## src/rtl/uart_pkg.sv

```systemverilog
// Shared types and constants for the UART receive path.
// Contents: byte type, frame length in bit times, drop-counter ceiling,
//           and a saturating increment helper for 8-bit counters.
package uart_pkg;

  typedef logic [7:0] uart_byte_t;

  localparam int bits_per_byte  = 10;
  localparam int drop_count_max = 255;

  // Increment that sticks at drop_count_max instead of wrapping to 0.
  function automatic logic [7:0] sat_inc8(input logic [7:0] v);
    return (v == 8'(drop_count_max)) ? v : v + 8'd1;
  endfunction

endpackage

```

## src/rtl/uart_fifo_mem.sv

```systemverilog
// Byte storage for the receive FIFO: depth x 8 register file.
// Ports: clock; write port (we, waddr, wdata) on the rising edge;
//        asynchronous read port (raddr -> rdata). Contents are not reset.
module uart_fifo_mem
  import uart_pkg::*;
#(
  parameter int depth = 16
) (
  input  logic                     clock,
  input  logic                     we,
  input  logic [$clog2(depth)-1:0] waddr,
  input  uart_byte_t               wdata,
  input  logic [$clog2(depth)-1:0] raddr,
  output uart_byte_t               rdata
);

  uart_byte_t mem [depth];

  always_ff @(posedge clock) begin
    if (we) begin
      mem[waddr] <= wdata;
    end
  end

  assign rdata = mem[raddr];

endmodule

```

## src/rtl/uart_rx_fifo.sv

```systemverilog
// First-word-fall-through byte buffer behind the UART receiver; one cycle
// from push to visibility on out. The receiver cannot be stalled, so bytes
// arriving with no space are dropped and tallied (sticky overflow flag and
// saturating drop_count). Consumer side uses a valid/ready handshake.
// Ports: clock, reset (async, active-low); in/in_valid/in_ready from the
//        receiver; out/out_valid/out_ready to the consumer; count;
//        overflow/drop_count with overflow_clear.
module uart_rx_fifo
  import uart_pkg::*;
#(
  parameter int depth = 16
) (
  input  logic                     clock,
  input  logic                     reset,
  input  uart_byte_t               in,
  input  logic                     in_valid,
  output logic                     in_ready,
  output uart_byte_t               out,
  output logic                     out_valid,
  input  logic                     out_ready,
  output logic [$clog2(depth):0]   count,
  output logic                     overflow,
  input  logic                     overflow_clear,
  output logic [7:0]               drop_count
);

  localparam int aw = $clog2(depth);
  localparam int cw = aw + 1;

  logic [aw-1:0] wp;
  logic [aw-1:0] rp;
  uart_byte_t    rdata;
  logic          full;
  logic          push;
  logic          pop;
  logic          drop;

  uart_fifo_mem #(.depth(depth)) u_mem (
    .clock (clock),
    .we    (push),
    .waddr (wp),
    .wdata (in),
    .raddr (rp),
    .rdata (rdata)
  );

  assign full      = (count == cw'(depth));
  assign out_valid = (count != '0);
  assign pop       = out_valid && out_ready;

  // A pop in the same cycle frees the slot the push needs, so a full FIFO
  // still accepts a byte when the consumer is taking one. Held low in reset.
  assign in_ready  = reset && (!full || pop);
  assign push      = in_valid && in_ready;
  assign drop      = reset && in_valid && !in_ready;

  // Masked so a stale memory word never shows while empty.
  assign out = out_valid ? rdata : '0;

  always_ff @(posedge clock or negedge reset) begin
    if (!reset) begin
      wp         <= '0;
      rp         <= '0;
      count      <= '0;
      overflow   <= 1'b0;
      drop_count <= '0;
    end else begin
      if (push) begin
        wp <= wp + aw'(1);
      end
      if (pop) begin
        rp <= rp + aw'(1);
      end

      case ({push, pop})
        2'b10:   count <= count + cw'(1);
        2'b01:   count <= count - cw'(1);
        default: count <= count;
      endcase

      // A drop in the clearing cycle is the first drop of the new window.
      if (drop) begin
        overflow   <= 1'b1;
        drop_count <= overflow_clear ? 8'd1 : sat_inc8(drop_count);
      end else if (overflow_clear) begin
        overflow   <= 1'b0;
        drop_count <= '0;
      end
    end
  end

endmodule

```

## config.mk

```make
export PLATFORM = sky130hd
export DESIGN_NAME = uart_rx_fifo
export DESIGN_NICKNAME = d
export VERILOG_FILES = /design/src/rtl/uart_pkg.sv /design/src/rtl/uart_fifo_mem.sv /design/src/rtl/uart_rx_fifo.sv
export SDC_FILE = /design/constraint.sdc
export NUM_CORES = 1
export LEC_CHECK = 0
export CAP_MARGIN = 20
export CELL_PAD_IN_SITES_DETAIL_PLACEMENT = 0
export CELL_PAD_IN_SITES_GLOBAL_PLACEMENT = 1
export CORE_ASPECT_RATIO = 0.9
export CORE_MARGIN = 2
export CORE_UTILIZATION = 35
export DETAILED_ROUTE_END_ITERATION = 10
export PLACE_DENSITY_LB_ADDON = 0.1
export SYNTH_ARGS = -nofsm -noshare
export SYNTH_HDL_FRONTEND = slang
export SYNTH_SLANG_ARGS = --single-unit
```

## constraint.sdc

```tcl
create_clock -name clock -period 5.05 [get_ports clock]
set_input_delay 1.2625 -clock clock [delete_from_list [all_inputs] [get_ports clock]]
set_output_delay 1.2625 -clock clock [all_outputs]
set_load 0.005 [all_outputs]
```

# Word-level counts from Yosys, hierarchy flattened
# Memory sizes are Yosys's and may differ from the RTL's.
# Cells that the tools add are included.
[op_classes]
add_sub_neg = 5
eq_ne = 5
muxes = 10
reduce_logical = 12
[ops]
columns = ["cell", "n"]
rows = [
  ["8-bit 2-to-1 mux", 5],
  ["5-bit one-hot mux with 2 select lines", 1],
  ["4-bit by 1-bit adder with 4-bit output, second input constant", 2],
  ["8-bit by 1-bit adder with 8-bit output, second input constant", 1],
  ["8-bit == test, second input constant", 1],
  ["5-bit by 1-bit adder with 5-bit output, second input constant", 1],
  ["5-bit == test, second input constant", 1],
  ["1-bit logical AND", 5],
  ["5-bit nonzero test", 1],
  ["5-bit by 1-bit subtractor with 5-bit output, second input constant", 1],
  ["1-bit 2-to-1 mux", 4],
  ["2-bit nonzero test", 2],
  ["2-bit by 1-bit == test with 1-bit output, second input constant", 1],
  ["2-bit == test, second input constant", 1],
  ["1-bit zero test", 2],
  ["2-bit inequality test, second input constant", 1],
  ["2-bit AND reduction", 1],
  ["1-bit logical OR", 1],
]
[word_totals]
ff_bits = 22
mem_bits_rw = 128
elab_cells = 38
mem_count = 1
[memory_table]
columns = ["name", "words", "word_bits", "read_ports", "rd_ports_with_merged_regs", "wr", "line", "text"]
rows = [
  ["u_mem.mem", 16, 8, 1, 0, 1, "uart_fifo_mem.sv:17", "uart_byte_t mem [depth];"],
]

# Depth between registers and ports, before layout
[depth]
word_depth = 8
mapped_depth = 12

# Modules after synthesis
# From an unflattened synthesis, not the netlist that was laid out.
[unflattened]
hier_cells = 343
area_unflattened_um2 = 6247.2
[by_module_without_submodules]
columns = ["mod", "n_inst", "cells_each", "area_per_inst_um2", "seq_area_each_um2"]
rows = [
  ["uart_fifo_mem", 1, 221, 4987.3, 3843.7],
  ["uart_rx_fifo", 1, 122, 1260.0, 550.5],
]

# Worst setup path before layout
# Ideal clock, no wire load.
[synth_timing]
kind = "in2reg"
startpoint = "input port out_ready"
endpoint = "register count[4]"
setup_ns = 0.080
t_arrival_ns = 3.384
required_ns = 4.970
path_slack_ns = 1.586
cell_stages = 11
n_path_buf = 1
cell_sequence = "nor2b_1 a21oi_1 inv_1 ha_1 clkbuf_1 xor2_1 ha_1 a21boi_0 o32ai_1 nor4b_1 xnor2_1"
[synth_via]
elab_chain_cells = 6
word_cells_on_any_way = 8
[synth_rtl]
columns = ["element", "line", "text"]
rows = [
  ["from (decl)", "uart_rx_fifo.sv:20", "input logic out_ready,"],
  ["1-bit logical AND *", "uart_rx_fifo.sv:49", "assign pop = out_valid && out_ready;"],
  ["1-bit logical OR", "uart_rx_fifo.sv:53", "assign in_ready = reset && (!full || pop);"],
  ["1-bit logical AND", "uart_rx_fifo.sv:53", ""],
  ["1-bit logical AND", "uart_rx_fifo.sv:54", "assign push = in_valid && in_ready;"],
  ["2-bit by 1-bit == test with 1-bit output or 2-bit == test (tied branches)", "uart_rx_fifo.sv:75", "case ({push, pop})"],
  ["5-bit one-hot mux with 2 select lines or 2-bit nonzero test (tied branches)", "--", ""],
  ["to (signal assigned)", "uart_rx_fifo.sv:76", "2'b10: count <= count + cw'(1);"],
  ["to (signal assigned)", "uart_rx_fifo.sv:77", "2'b01: count <= count - cw'(1);"],
  ["to (signal assigned)", "uart_rx_fifo.sv:78", "default: count <= count;"],
  ["to (decl)", "uart_rx_fifo.sv:21", "output logic [$clog2(depth):0] count,"],
]
# Mark *: on every way between the ends. The rest lies on a longest branch, timed or not.
# A chain may end at the register's enable or synchronous reset.

# Worst setup path after layout
[layout_timing]
startpoint = "register rp[0]"
endpoint = "output port out[0]"
[layout_via]
elab_chain_cells = 2
[layout_rtl]
columns = ["element", "line", "text"]
rows = [
  ["from (decl)", "uart_rx_fifo.sv:31", "logic [aw-1:0] rp;"],
  ["from (signal assigned)", "uart_rx_fifo.sv:72", "rp <= rp + aw'(1);"],
  ["memory 16 x 8 bit", "--", ""],
  ["8-bit 2-to-1 mux", "uart_rx_fifo.sv:58", "assign out = out_valid ? rdata : '0;"],
  ["to (decl)", "uart_rx_fifo.sv:18", "output uart_byte_t out,"],
]
# No other way between the ends.

==> flow_summary_export.csv <==
group,metric,value,unit
cts,clockBufferDepth,2,
cts,cts_resized,0,
worst_setup_path,cp_slowest_cell,"dfrtp_2",
cts,cts_max_level,4,
worst_setup_path,slowest_delay,0.78,ns
cts,cts_buffers,17,
worst_setup_path,ff2ff_path_depth,11,
timing,maxSlewViolCount,0,
cts,post_cts_buffers,0,
timing,skew,0.00655,ns
cells_and_area,fin_util,42.6,%
grt,grt_pass1_vias,3355,
yosys,synth_seq_cells,150,
timing,fin_hold_ws,0.519,ns
cells_and_area,multi_input_area,1750,um2
timing,finalSetupViolations,0,
yosys,synthesis.area,6250,um2
die,start_util,35.6,%
routing,avgRoutedWirePerCell,19.9,um
grt,grt_overflow,0,
grt,antenna_found_initial,0,
yosys,yosys-top-cells-area,"edfxtp_1 (61%), mux4_2 (12%), dfrtp_1 (8.8%)",
die,rows,46,
worst_hold_path,min_path_type,"flip-flop to flip-flop",
worst_setup_path,cp_max_fo,19,
yosys,ys_seq_area_share,70.3,%
die,boundaryPins,37,
job,cap_viol_max_count,0,
yosys,ys_types,40,
yosys,synthCells,354,
worst_setup_path,rrSetupSlack,1.90,ns
routing,ant_nets,0,
timing,finalSetupTns,0,ns
worst_setup_path,r2r_end,"count[4]",
yosys,yosysWarnings,0,
timing,period_needed,4.11,ns
cts,clkTransAtPathRegs,0.06,ns
timing,period_share,81.5,%
worst_setup_path,critPathCaptureType,"primary output",
cells_and_area,syn_to_final_growth,19.7,%
worst_hold_path,hp-start,"overflow",
cells_and_area,final_nets,422,
routing,vias_per_cell,4.99,
yosys,synth.avg_cell_area,17.7,um2
cells_and_area,fillers,1580,
timing,final_hold_viol_count,0,
worst_setup_path,worstPathArrival,2.85,ns
cells_and_area,mostFrequentLayoutCell,"edfxtp_1",
cells_and_area,layout_common_cells,"edfxtp_1 (128), clkdlybuf4s50_1 (36), mux4_2 (32)",
cells_and_area,seqCellArea,4400,um2
routing,dr.first_iter.drc_count,216,
timing,max_freq,0.243,GHz
die,die_w,145,um
worst_setup_path,cp.required,3.79,ns
yosys,synth_nets,377,
cts,postCtsHoldBufs,0,
placed_design,gp_congestion,0.725,
routing,drc_errors,0,
placed_design,dpl.hpwl,8.19,mm
cts,cts_tree,"yes",
timing,rsz0062_at_grt,"false",
cts,cts.sinks,150,
power,vdd.ir_drop.worst,264,uV
cts,clock_latency,0.41,ns
grt,track_usage,14.8,%
power,p_leak,2.49,nW
die,die-area,19000,um2
routing,drt_wl_total,13.0,mm
die,core-area,17600,um2
worst_setup_path,r2r-start,"count[1]",
yosys,yosysTopAreaCell,"edfxtp_1",
cells_and_area,drive_gt1_share,18.2,%
cts,cts_root_buf,"clkbuf_16",
outcome,status,"finished, final reports clean",
timing,relSlewSlack,36.2,%
placed_design,port_buffers,36,
placed_design,dp_slack,0.854,ns
routing,routed-via-count,3253,
timing,worstMarginPinSlew,0.953,ns
worst_hold_path,holdPathStages,2,
worst_hold_path,worstHoldEndpoint,"overflow",
worst_setup_path,start_kind,"flip-flop",
grt,grt_max_degree,36,
grt,grt_pass1_wl,20.4,mm
routing,dr.pass1.iters,4,
worst_setup_path,critPathKind,"flip-flop to primary output",
cells_and_area,antenna_cells,0,
timing,fin_ws,0.936,ns
worst_setup_path,crit_path_cell_trace,"buf_12 > mux4_2 > mux2i_1 > o22ai_1 > clkdlybuf4s50_1",
die,die_h,131,um
power,power_density,524,nW/um2
yosys,synth_top_area_share,61.5,%
[layout make-up]
cell class,count,share of cell area (%)
Timing Repair Buffer,46,5.98
Clock inverter,13,1.76
Sequential cell,150,58.7
Inverter,8,0.401
Clock buffer,19,5.78
Tap cell,240,4.01
Multi-Input combinational cell,176,23.3
[state kept, by name, summed over array words and instances (netlist names)]
signal	flops
overflow	1
count	5
rp	4
drop_count	8
wp	4
u_mem.mem	128
[critical path, delay by kind of cell, from the launching register on]
kind                   cells  cell delay, ns
flip-flops                 1            0.78
buffers and inverters      2            0.77
multiplexers               2            0.75
AO/OA/AOI/OAI              1            0.12
[routing by layer]
| metal | vias up | part of all wire, % | GRT usage [%] |
|---|---|---|---|
| li1 | 1510 | - | - |
| met1 | 1699 | 49 | 20.8 |
| met2 | 37 | 47 | 22.9 |
| met3 | 7 | 2.5 | 3.47 |
| met4 | 0 | 0.80 | 5.24 |
| met5 | - | 0 | 0 |
[where the power goes]
part	switching, mW	internal [mW]
combinational	0.492	0.602
sequential	0.169	1.45
clock	0.480	0.722
total	1.14	2.78
[cells by family after synthesis]
| family | share of synthesized area, % |
|---|---|
| XOR/XNOR | 1.54 |
| adder cells (fa/ha/maj) | 2.00 |
| buffers and inverters | 1.82 |
| multiplexers | 14.4 |
| AND/OR/NAND/NOR | 6.12 |
| AO/OA/AOI/OAI | 3.82 |
| flip-flops | 70.3 |
[stage by stage]
step,std cells,instance area (um2),power (mW)
2_1_floorplan,354,6250,2.32
3_3_place_gp,620,6920,2.77
3_5_place_dp,620,6920,2.77
4_1_cts,652,7480,3.98
5_1_grt,652,7480,4.14
6_report,652,7480,3.92
[cell usage after synthesis (all sizes together)]
library cell	number
nor2	15
nor3	5
nor4	2
o31ai	4
mux4	32
nor2b	3
and3b	1
nand2	13
or4	4
nor4b	3
edfxtp	128
ha	10
clkbuf	7
nand4	3
a21boi	3
or3	1
and4	1
dfrtp	22
a311oi	2
nand2b	5
buf	13
o22ai	8
and3	4
mux2	2
o21ai	6
xnor2	7
or4b	1
mux2i	16
xor2	4
o32ai	2
nand3	4
o41ai	1
nor3b	2
a21oi	11
inv	8
a21o	1
[worst max-delay path by stage]
stage / startpoint / cells after the start / slack, ns / endpoint
4_1_cts: rp[0] / 5 / 0.79 / out[0]
6_report: rp[0] / 5 / 0.94 / out[0]
5_1_grt: rp[0] / 5 / 0.73 / out[0]
2_1_floorplan: out_ready / 11 / 1.59 / count[4]
3_5_place_dp: reset / 12 / 0.85 / count[4]
3_3_place_gp: reset / 12 / 0.90 / count[4]
No activity file was read; power rests on OpenSTA's default activity.
